## src/rtl/taus_pkg.sv

```systemverilog
// Shared constants, state type and seed helpers for the
// multi-channel Tausworthe uniform random generator.
package taus_pkg;

  // Component 0 shifts: a (left), b (right), c (masked left)
  localparam int unsigned SH0_A = 13;
  localparam int unsigned SH0_B = 19;
  localparam int unsigned SH0_C = 12;

  localparam int unsigned SH1_A = 2;
  localparam int unsigned SH1_B = 25;
  localparam int unsigned SH1_C = 4;

  localparam int unsigned SH2_A = 3;
  localparam int unsigned SH2_B = 11;
  localparam int unsigned SH2_C = 17;

  localparam logic [31:0] MASK0 = 32'hFFFF_FFFE;
  localparam logic [31:0] MASK1 = 32'hFFFF_FFF8;
  localparam logic [31:0] MASK2 = 32'hFFFF_FFF0;

  // A component below its minimum would degenerate the sequence
  localparam logic [31:0] MIN0 = 32'd2;
  localparam logic [31:0] MIN1 = 32'd8;
  localparam logic [31:0] MIN2 = 32'd16;

  localparam logic [31:0] SUB0 = 32'h2;
  localparam logic [31:0] SUB1 = 32'h8;
  localparam logic [31:0] SUB2 = 32'h10;

  // Golden-ratio constant decorrelating per-channel seeds
  localparam logic [31:0] SPREAD = 32'h9E37_79B9;

  typedef enum logic {
    UNSEEDED = 1'b0,
    RUN      = 1'b1
  } state_t;

  function automatic logic [31:0] fix_seed(
    input logic [31:0] v,
    input logic [31:0] min,
    input logic [31:0] sub
  );
    return (v < min) ? sub : v;
  endfunction

  // c * SPREAD modulo 2^32
  function automatic logic [31:0] chan_spread(input int c);
    logic [63:0] p;
    p = 64'(c) * 64'(SPREAD);
    return p[31:0];
  endfunction

endpackage

```

## src/rtl/taus_urng_mc_step.sv

```systemverilog
// Combinational Tausworthe step for one channel.
// Ports: q0..q2 current state, n0..n2 next state, r sample.
module taus_step
  import taus_pkg::*;
(
  input  logic [31:0] q0,
  input  logic [31:0] q1,
  input  logic [31:0] q2,
  output logic [31:0] n0,
  output logic [31:0] n1,
  output logic [31:0] n2,
  output logic [31:0] r
);

  assign n0 = ((q0 & MASK0) << SH0_C)
            ^ (((q0 << SH0_A) ^ q0) >> SH0_B);
  assign n1 = ((q1 & MASK1) << SH1_C)
            ^ (((q1 << SH1_A) ^ q1) >> SH1_B);
  assign n2 = ((q2 & MASK2) << SH2_C)
            ^ (((q2 << SH2_A) ^ q2) >> SH2_B);

  assign r = n0 ^ n1 ^ n2;

endmodule

```

## src/rtl/taus_urng_mc.sv

```systemverilog
// NUM_CH lockstep Tausworthe generators behind a
// valid/ready output with seed load and sample counter.
// Ports: clk, reset (async high), s0..s2 seeds,
// seed_load, out_data/out_valid/out_ready stream,
// seeded status, sample_cnt accepted-set count.
module taus_urng_mc
  import taus_pkg::*;
#(
  parameter int NUM_CH = 1,
  parameter int OUT_W  = 32
) (
  input  logic                    clk,
  input  logic                    reset,
  input  logic [31:0]             s0,
  input  logic [31:0]             s1,
  input  logic [31:0]             s2,
  input  logic                    seed_load,
  output logic [NUM_CH*OUT_W-1:0] out_data,
  output logic                    out_valid,
  input  logic                    out_ready,
  output logic                    seeded,
  output logic [31:0]             sample_cnt
);

  state_t      state;
  logic [31:0] q0 [NUM_CH];
  logic [31:0] q1 [NUM_CH];
  logic [31:0] q2 [NUM_CH];
  logic [31:0] n0 [NUM_CH];
  logic [31:0] n1 [NUM_CH];
  logic [31:0] n2 [NUM_CH];
  logic [31:0] r  [NUM_CH];

  for (genvar c = 0; c < NUM_CH; c++) begin : g_ch
    taus_step u_step (
      .q0 (q0[c]),
      .q1 (q1[c]),
      .q2 (q2[c]),
      .n0 (n0[c]),
      .n1 (n1[c]),
      .n2 (n2[c]),
      .r  (r[c])
    );
  end

  // Seed load has priority over any stream handshake.
  always_ff @(posedge clk or posedge reset) begin
    if (reset) begin
      state      <= UNSEEDED;
      seeded     <= 1'b0;
      out_valid  <= 1'b0;
      out_data   <= '0;
      sample_cnt <= '0;
      for (int c = 0; c < NUM_CH; c++) begin
        q0[c] <= '0;
        q1[c] <= '0;
        q2[c] <= '0;
      end
    end else if (seed_load) begin
      state     <= RUN;
      seeded    <= 1'b1;
      out_valid <= 1'b0;
      for (int c = 0; c < NUM_CH; c++) begin
        q0[c] <= fix_seed(s0 ^ chan_spread(c),
                          MIN0, SUB0);
        q1[c] <= fix_seed(s1 ^ chan_spread(c),
                          MIN1, SUB1);
        q2[c] <= fix_seed(s2 ^ chan_spread(c),
                          MIN2, SUB2);
      end
    end else begin
      unique case (state)
        UNSEEDED: begin
          out_valid <= 1'b0;
        end
        RUN: begin
          if (!out_valid || out_ready) begin
            if (out_valid)
              sample_cnt <= sample_cnt + 32'd1;
            out_valid <= 1'b1;
            for (int c = 0; c < NUM_CH; c++) begin
              q0[c] <= n0[c];
              q1[c] <= n1[c];
              q2[c] <= n2[c];
              out_data[c*OUT_W +: OUT_W] <=
                r[c][31 -: OUT_W];
            end
          end
        end
        default: begin
          state <= UNSEEDED;
        end
      endcase
    end
  end

endmodule
```

## config.mk

```make
export PLATFORM = sky130hd
export DESIGN_NAME = taus_urng_mc
export DESIGN_NICKNAME = d
export VERILOG_FILES = /design/src/rtl/taus_pkg.sv /design/src/rtl/taus_urng_mc_step.sv /design/src/rtl/taus_urng_mc.sv
export SDC_FILE = /design/constraint.sdc
export NUM_CORES = 1
export LEC_CHECK = 0
export ABC_AREA = 1
export ABC_CLOCK_PERIOD_IN_PS = 11500
export CORE_MARGIN = 2
export CORE_UTILIZATION = 56
export DETAILED_ROUTE_END_ITERATION = 8
export PLACE_DENSITY_LB_ADDON = 0.05
export SLEW_MARGIN = 30
export SYNTH_ARGS = -nofsm -noshare
export SYNTH_HDL_FRONTEND = slang
export SYNTH_SLANG_ARGS = --single-unit
export TNS_END_PERCENT = 20
```

## constraint.sdc

```tcl
create_clock -name clk -period 11.5 [get_ports clk]
set_clock_uncertainty 0.05 [all_clocks]
set_input_delay 1.725 -clock clk [delete_from_list [all_inputs] [get_ports clk]]
set_output_delay 1.725 -clock clk [all_outputs]
set_load 0.01 [all_outputs]
```

### Word level (Yosys, flattened, before mapping)

Cells that the tools add are included.

* bits in registers: 162
* output and inout port bits: 66

* add/subtract/negate cells: 1
* order comparisons: 3
* equal/unequal tests: 1
* mux-type cells: 15
* bitwise gates (word level): 10
* reductions and logical operators: 7

Operators by type and width (count)
* 32-bit 2-to-1 mux: 12
* 32-bit XOR: 5
* 32-bit by 1-bit adder with 32-bit output, second input constant: 1
* 32-bit by 2-bit less-than comparator with 1-bit output, second input constant: 1
* 32-bit by 4-bit less-than comparator with 1-bit output, second input constant: 1
* 32-bit by 5-bit less-than comparator with 1-bit output, second input constant: 1
* 32-bit by 13-bit XOR with 32-bit output: 1
* 32-bit by 21-bit XOR with 32-bit output: 1
* 32-bit by 7-bit XOR with 32-bit output: 1
* 4-bit AND reduction: 1
* 2-bit nonzero test: 2
* 3-bit by 2-bit inequality test with 1-bit output, second input constant: 1
* 3-bit AND reduction: 1
* 1-bit 2-to-1 mux: 2
* 1-bit inverter: 2
* 1-bit one-hot mux with 2 select lines: 1
* 2-bit AND reduction: 1
* 1-bit zero test: 1
* 1-bit logical OR: 1

### Logic depth before layout (Yosys ltp)

* word-level depth: 5
* depth in mapped cells: 10
* gate-level depth less buffers: 9

### Modules after synthesis

From an unflattened synthesis, not the netlist that was laid out.

* cell total of the unflattened synthesis: 1227
* area total of the unflattened synthesis: 9245.1 um2

By module, submodules not included
* taus_urng_mc: times used 1, cells an instance 883, area each 7375.8 um2
* taus_step: times used 1, cells an instance 344, area each 1869.3 um2

### Worst setup path after synthesis

OpenSTA, ideal clock, no wires.

* kind: input to register
* start: input port seed_load
* end: register sample_cnt[9]
* library setup time: 118 ps
* data arrival time: 2539 ps
* data required time: 11332 ps
* path slack: 8793 ps
* stages: 7
* cells stage by stage: inv_2 nand4_4 nor2_2 buf_4 nand2_1 xor2_1 inv_1

* cells in the longest elaborated chain, start to end: 2

Ends and longest elaborated chain
* start: declaration: line taus_urng_mc.sv:17 `input logic seed_load,`
* 1-bit inverter (no source line)
* 4-bit AND reduction (no source line)
* end signal: assignment: line taus_urng_mc.sv:79 `sample_cnt <= sample_cnt + 32'd1;`
* end: declaration: line taus_urng_mc.sv:22 `output logic [31:0] sample_cnt`

Every way passes these cells.
A chain may end at the register's enable or synchronous reset.

### Worst setup path after layout

* start: input port seed_load
* end: register sample_cnt[27]

Same word-level chain as after synthesis.

==> metrics.md <==
| Metric | Value |
|---|---|
| Final Hold Vio Count | 0 |
| Core area | between 0.01 and 0.015 mm^2 |
| WP data arrival | just over 5 ns |
| Main combinational cell family by area after synthesis | simple AND/OR/NAND/NOR gates |
| Syn Inst Count | ~1000 |
| Min Tclk post-route | 4.80 ns |
| Worst slew pin tran | 0.928 ns |
| Antenna diodes | 0 |
| Clk root buf | clkbuf_16 |
| R2R depth | 7 |
| Placed inst area | just under 0.01 mm^2 |
| Pwr dens | roughly 170 mW/mm^2 |
| Filler cells | about 1100 |
| Chip Height | 124 um |
| Initial antenna violation count | 0 |
| GPL Wtd Cong | 0.908 |
| Highest ir drop seen on vdd | about 0.00013 V |
| Routed Antenna Nets | 0 |
| WS Path Type | in2reg |
| Max Slew Vio Count | 0 |
| Vias in the first global route | about 7300 |
| Final setup vio count | 0 |
| Finished Cell Area | 0.0104 mm^2 |
| Synthesized area | just over 0.008 mm^2 |
| Seq/Total Area, Yosys | 0.475 |
| Top FF cell, synth | dfrtp_1 |
| Clock insertion delay at the later pin of the skew report | about 0.43 ns |
| Die X | 124 um |
| Critical Path Sink Type | flip-flop |
| Max-Cap Viols | 0 |
| Bufs on Longest Clock Path | 2 |
| Die area | around 0.015 mm^2 |
| DR WL/cell | about 17 um |
| CTS clk-pin slew, worst paths | 0.06 ns |
| Data required, critical path | around 12 ns |
| Pleak | 0.00457 uW |
| Unrepaired setup endpoints after global routing | false |
| Crit Path Max Fanout | 41 |
| XOR/XNOR Fraction of Synth Area | 0.0951 |
| Warnings, synthesis | 0 |
| IO buf count | approximately 160 |
| Largest net degree at the start of global routing | 92 |
| Post-synthesis mux area share | 0 |
| Setup TNS | 0 ns |
| CTS tree | yes |
| DRC Markers | 0 |
| Layout area overhead | 28.3% |
| Area share of and/or/nand/nor cells after synthesis | 0.266 |
| Drt via density | 5.58 |
| Initial DRC Count | 670 |
| Post-Synth Adder-Cell Area | 0.00154 |
| Min Hold Slack | about 0.43 ns |
| Post-synth net total | roughly 1100 |
| Synth Area in Compound Gates | 0.106 |
| TritonCTS buffer count | 17 |
| Avg Cell Area, Syn | around 7.9 um^2 |
| Resized Gates After CTS | 0 |
| Tcrit/Tclk final | 0.417 |
| IO Count | around 170 |
| EDFF count, synth | 0 |
| Post-synthesis register bit count | approximately 150 |
| NumNets Final | 1264 |
| First-pass GRT wire length | approximately 38000 um |
| Synth top area cells | dfrtp_1 (48%), nor2_1 (11%), nand2_1 (10%) |
| F_max | ~210 MHz |
| Distinct cells, synth | 27 |
| Hold WC Path Type | reg2reg |
| Hold Buf Count CTS | 0 |
| Worst Setup Start Kind | input port |
| Row cnt | 43 |
| Largest area contributor in the netlist | dfrtp_1 |
| Aggregate global routing overflow | 0 |
| Hold depth | 2 |
| Slew headroom | 0.381 |
| Share of the synthesized area in the top cell type | 0.475 |
| Clock H-tree levels | 4 |
| CTS Sinks | roughly 150 |
| Async S/R FF share, synth | 1.00 |
| Drt total wl | 23600 um |
| Status | finished, final reports clean |
| Layout cell share with drive strength beyond 1 | 0.0391 |
| Via count | approximately 7600 |
| Initial Util | 0.580 |
| Dpl hpwl | around 17000 um |
| Gr usage total | 0.311 |
| Drt pass-1 iters | 5 |
| # Post-CTS Setup Buffers | 0 |
-- cell usage after synthesis, types with 3 or more instances --
cell	number
nor2_1	240
nor3_1	4
a21oi_1	20
clkbuf_1	18
xor2_1	33
nand2_1	225
nand3_1	29
and2_0	3
nand4_1	14
xnor2_1	55
o21ai_0	24
nor2_2	5
dfrtp_1	154
buf_1	5
o21bai_1	6
and2_1	3
a211oi_1	19
buf_2	21
inv_1	68
nand3b_1	7
a21boi_0	5
o22ai_1	66
-- worst max-delay path, stage by stage --
cell	delay (ns)
clkdlybuf4s50_1	0.80
inv_2	0.72
buf_4	0.53
nand4_4	0.30
nor2_2	0.49
nand2_1	0.21
nor2_1	0.17
nand3_1	0.09
nand2_1	0.06
-- state kept, by name, summed over array words and instances, names as in the netlist --
| name | cells |
|---|---|
| state | 1 |
| q1 | 29 |
| out_valid | 1 |
| out_data | 32 |
| q2 | 28 |
| q0 | 31 |
| sample_cnt | 32 |
-- layer usage --
metal / wire (um) / track usage
met5: 0 / 0
met4: 975 / 0.141
met3: 1590 / 0.0640
met2: 11100 / 0.493
met1: 9970 / 0.414
-- cell families after synthesis --
logic type	Yosys count
AOI/OAI and AO/OA	140
xor gates and xnor gates	88
adders and majority gates	1
buffers and inverters	114
DFF	154
and+or+nand+nor	532
-- area by class of cell --
cell class / instances / area, um^2 / area share
tap: 180 / 225 / 0.0217
timing repair buffer: 160 / 1590 / 0.153
inverter: 69 / 264 / 0.0254
clock inverter: 14 / 221 / 0.0213
sequential: 154 / 3850 / 0.371
multi-input combinational: 761 / 3810 / 0.366
clock buffer: 18 / 429 / 0.0413
-- metrics by stage --
| stage | util | worst slack [ns] | power, uW | instances |
|---|---|---|---|---|
| final | 0.743 | 6.70 | 1760 | 1356 |
| after global routing | 0.743 | 6.48 | 1840 | 1356 |
| after CTS | 0.743 | 6.73 | 1760 | 1356 |
| after detailed placement | 0.697 | 6.31 | 1140 | 1324 |
| after global placement | 0.697 | 6.38 | 1130 | 1324 |
| after floorplan | - | 5.58 | 936 | 1029 |
-- layout by cell type (no fill, tap or decap) --
| master | instances |
|---|---|
| inv_6 | 2 |
| dfrtp_1 | 154 |
| a211oi_1 | 19 |
| nor2_2 | 5 |
| inv_1 | 66 |
| clkdlybuf4s50_1 | 157 |
| nor2_1 | 240 |
| o21bai_1 | 6 |
| xor2_1 | 33 |
| clkbuf_16 | 17 |
| nand4_4 | 1 |
| nand3_1 | 29 |
| bufinv_16 | 5 |
| clkinvlp_4 | 6 |
| xnor2_1 | 55 |
| a21oi_1 | 20 |
| and2_1 | 3 |
| o22ai_1 | 66 |
| clkbuf_1 | 1 |
| inv_2 | 2 |
| a21boi_0 | 5 |
| nor3_1 | 4 |
| and2_0 | 3 |
| ha_1 | 1 |
| clkinv_4 | 2 |
| o21ai_0 | 24 |
| nand3b_1 | 7 |
| buf_4 | 3 |
| nand4_1 | 14 |
| nor3b_2 | 1 |
| nand2_1 | 223 |
| nand2_4 | 2 |
-- report_power, final --
group,switching [uW],internal [uW]
sequential,92.8,624
combinational,215,210
clock,235,386
total,542,1220
-- worst paths after layout --
path / start / to / slack, ns
max in group asynchronous: reset / q1[6] / 8.30
max reg2reg: state / out_data[21] / 9.12
max: seed_load / sample_cnt[27] / 6.70
min: out_data[26] / out_data[26] / 0.43
min in group asynchronous: reset / sample_cnt[0] / 1.77
min reg2reg: out_data[26] / out_data[26] / 0.43
Power figures use the tool's default switching activity.
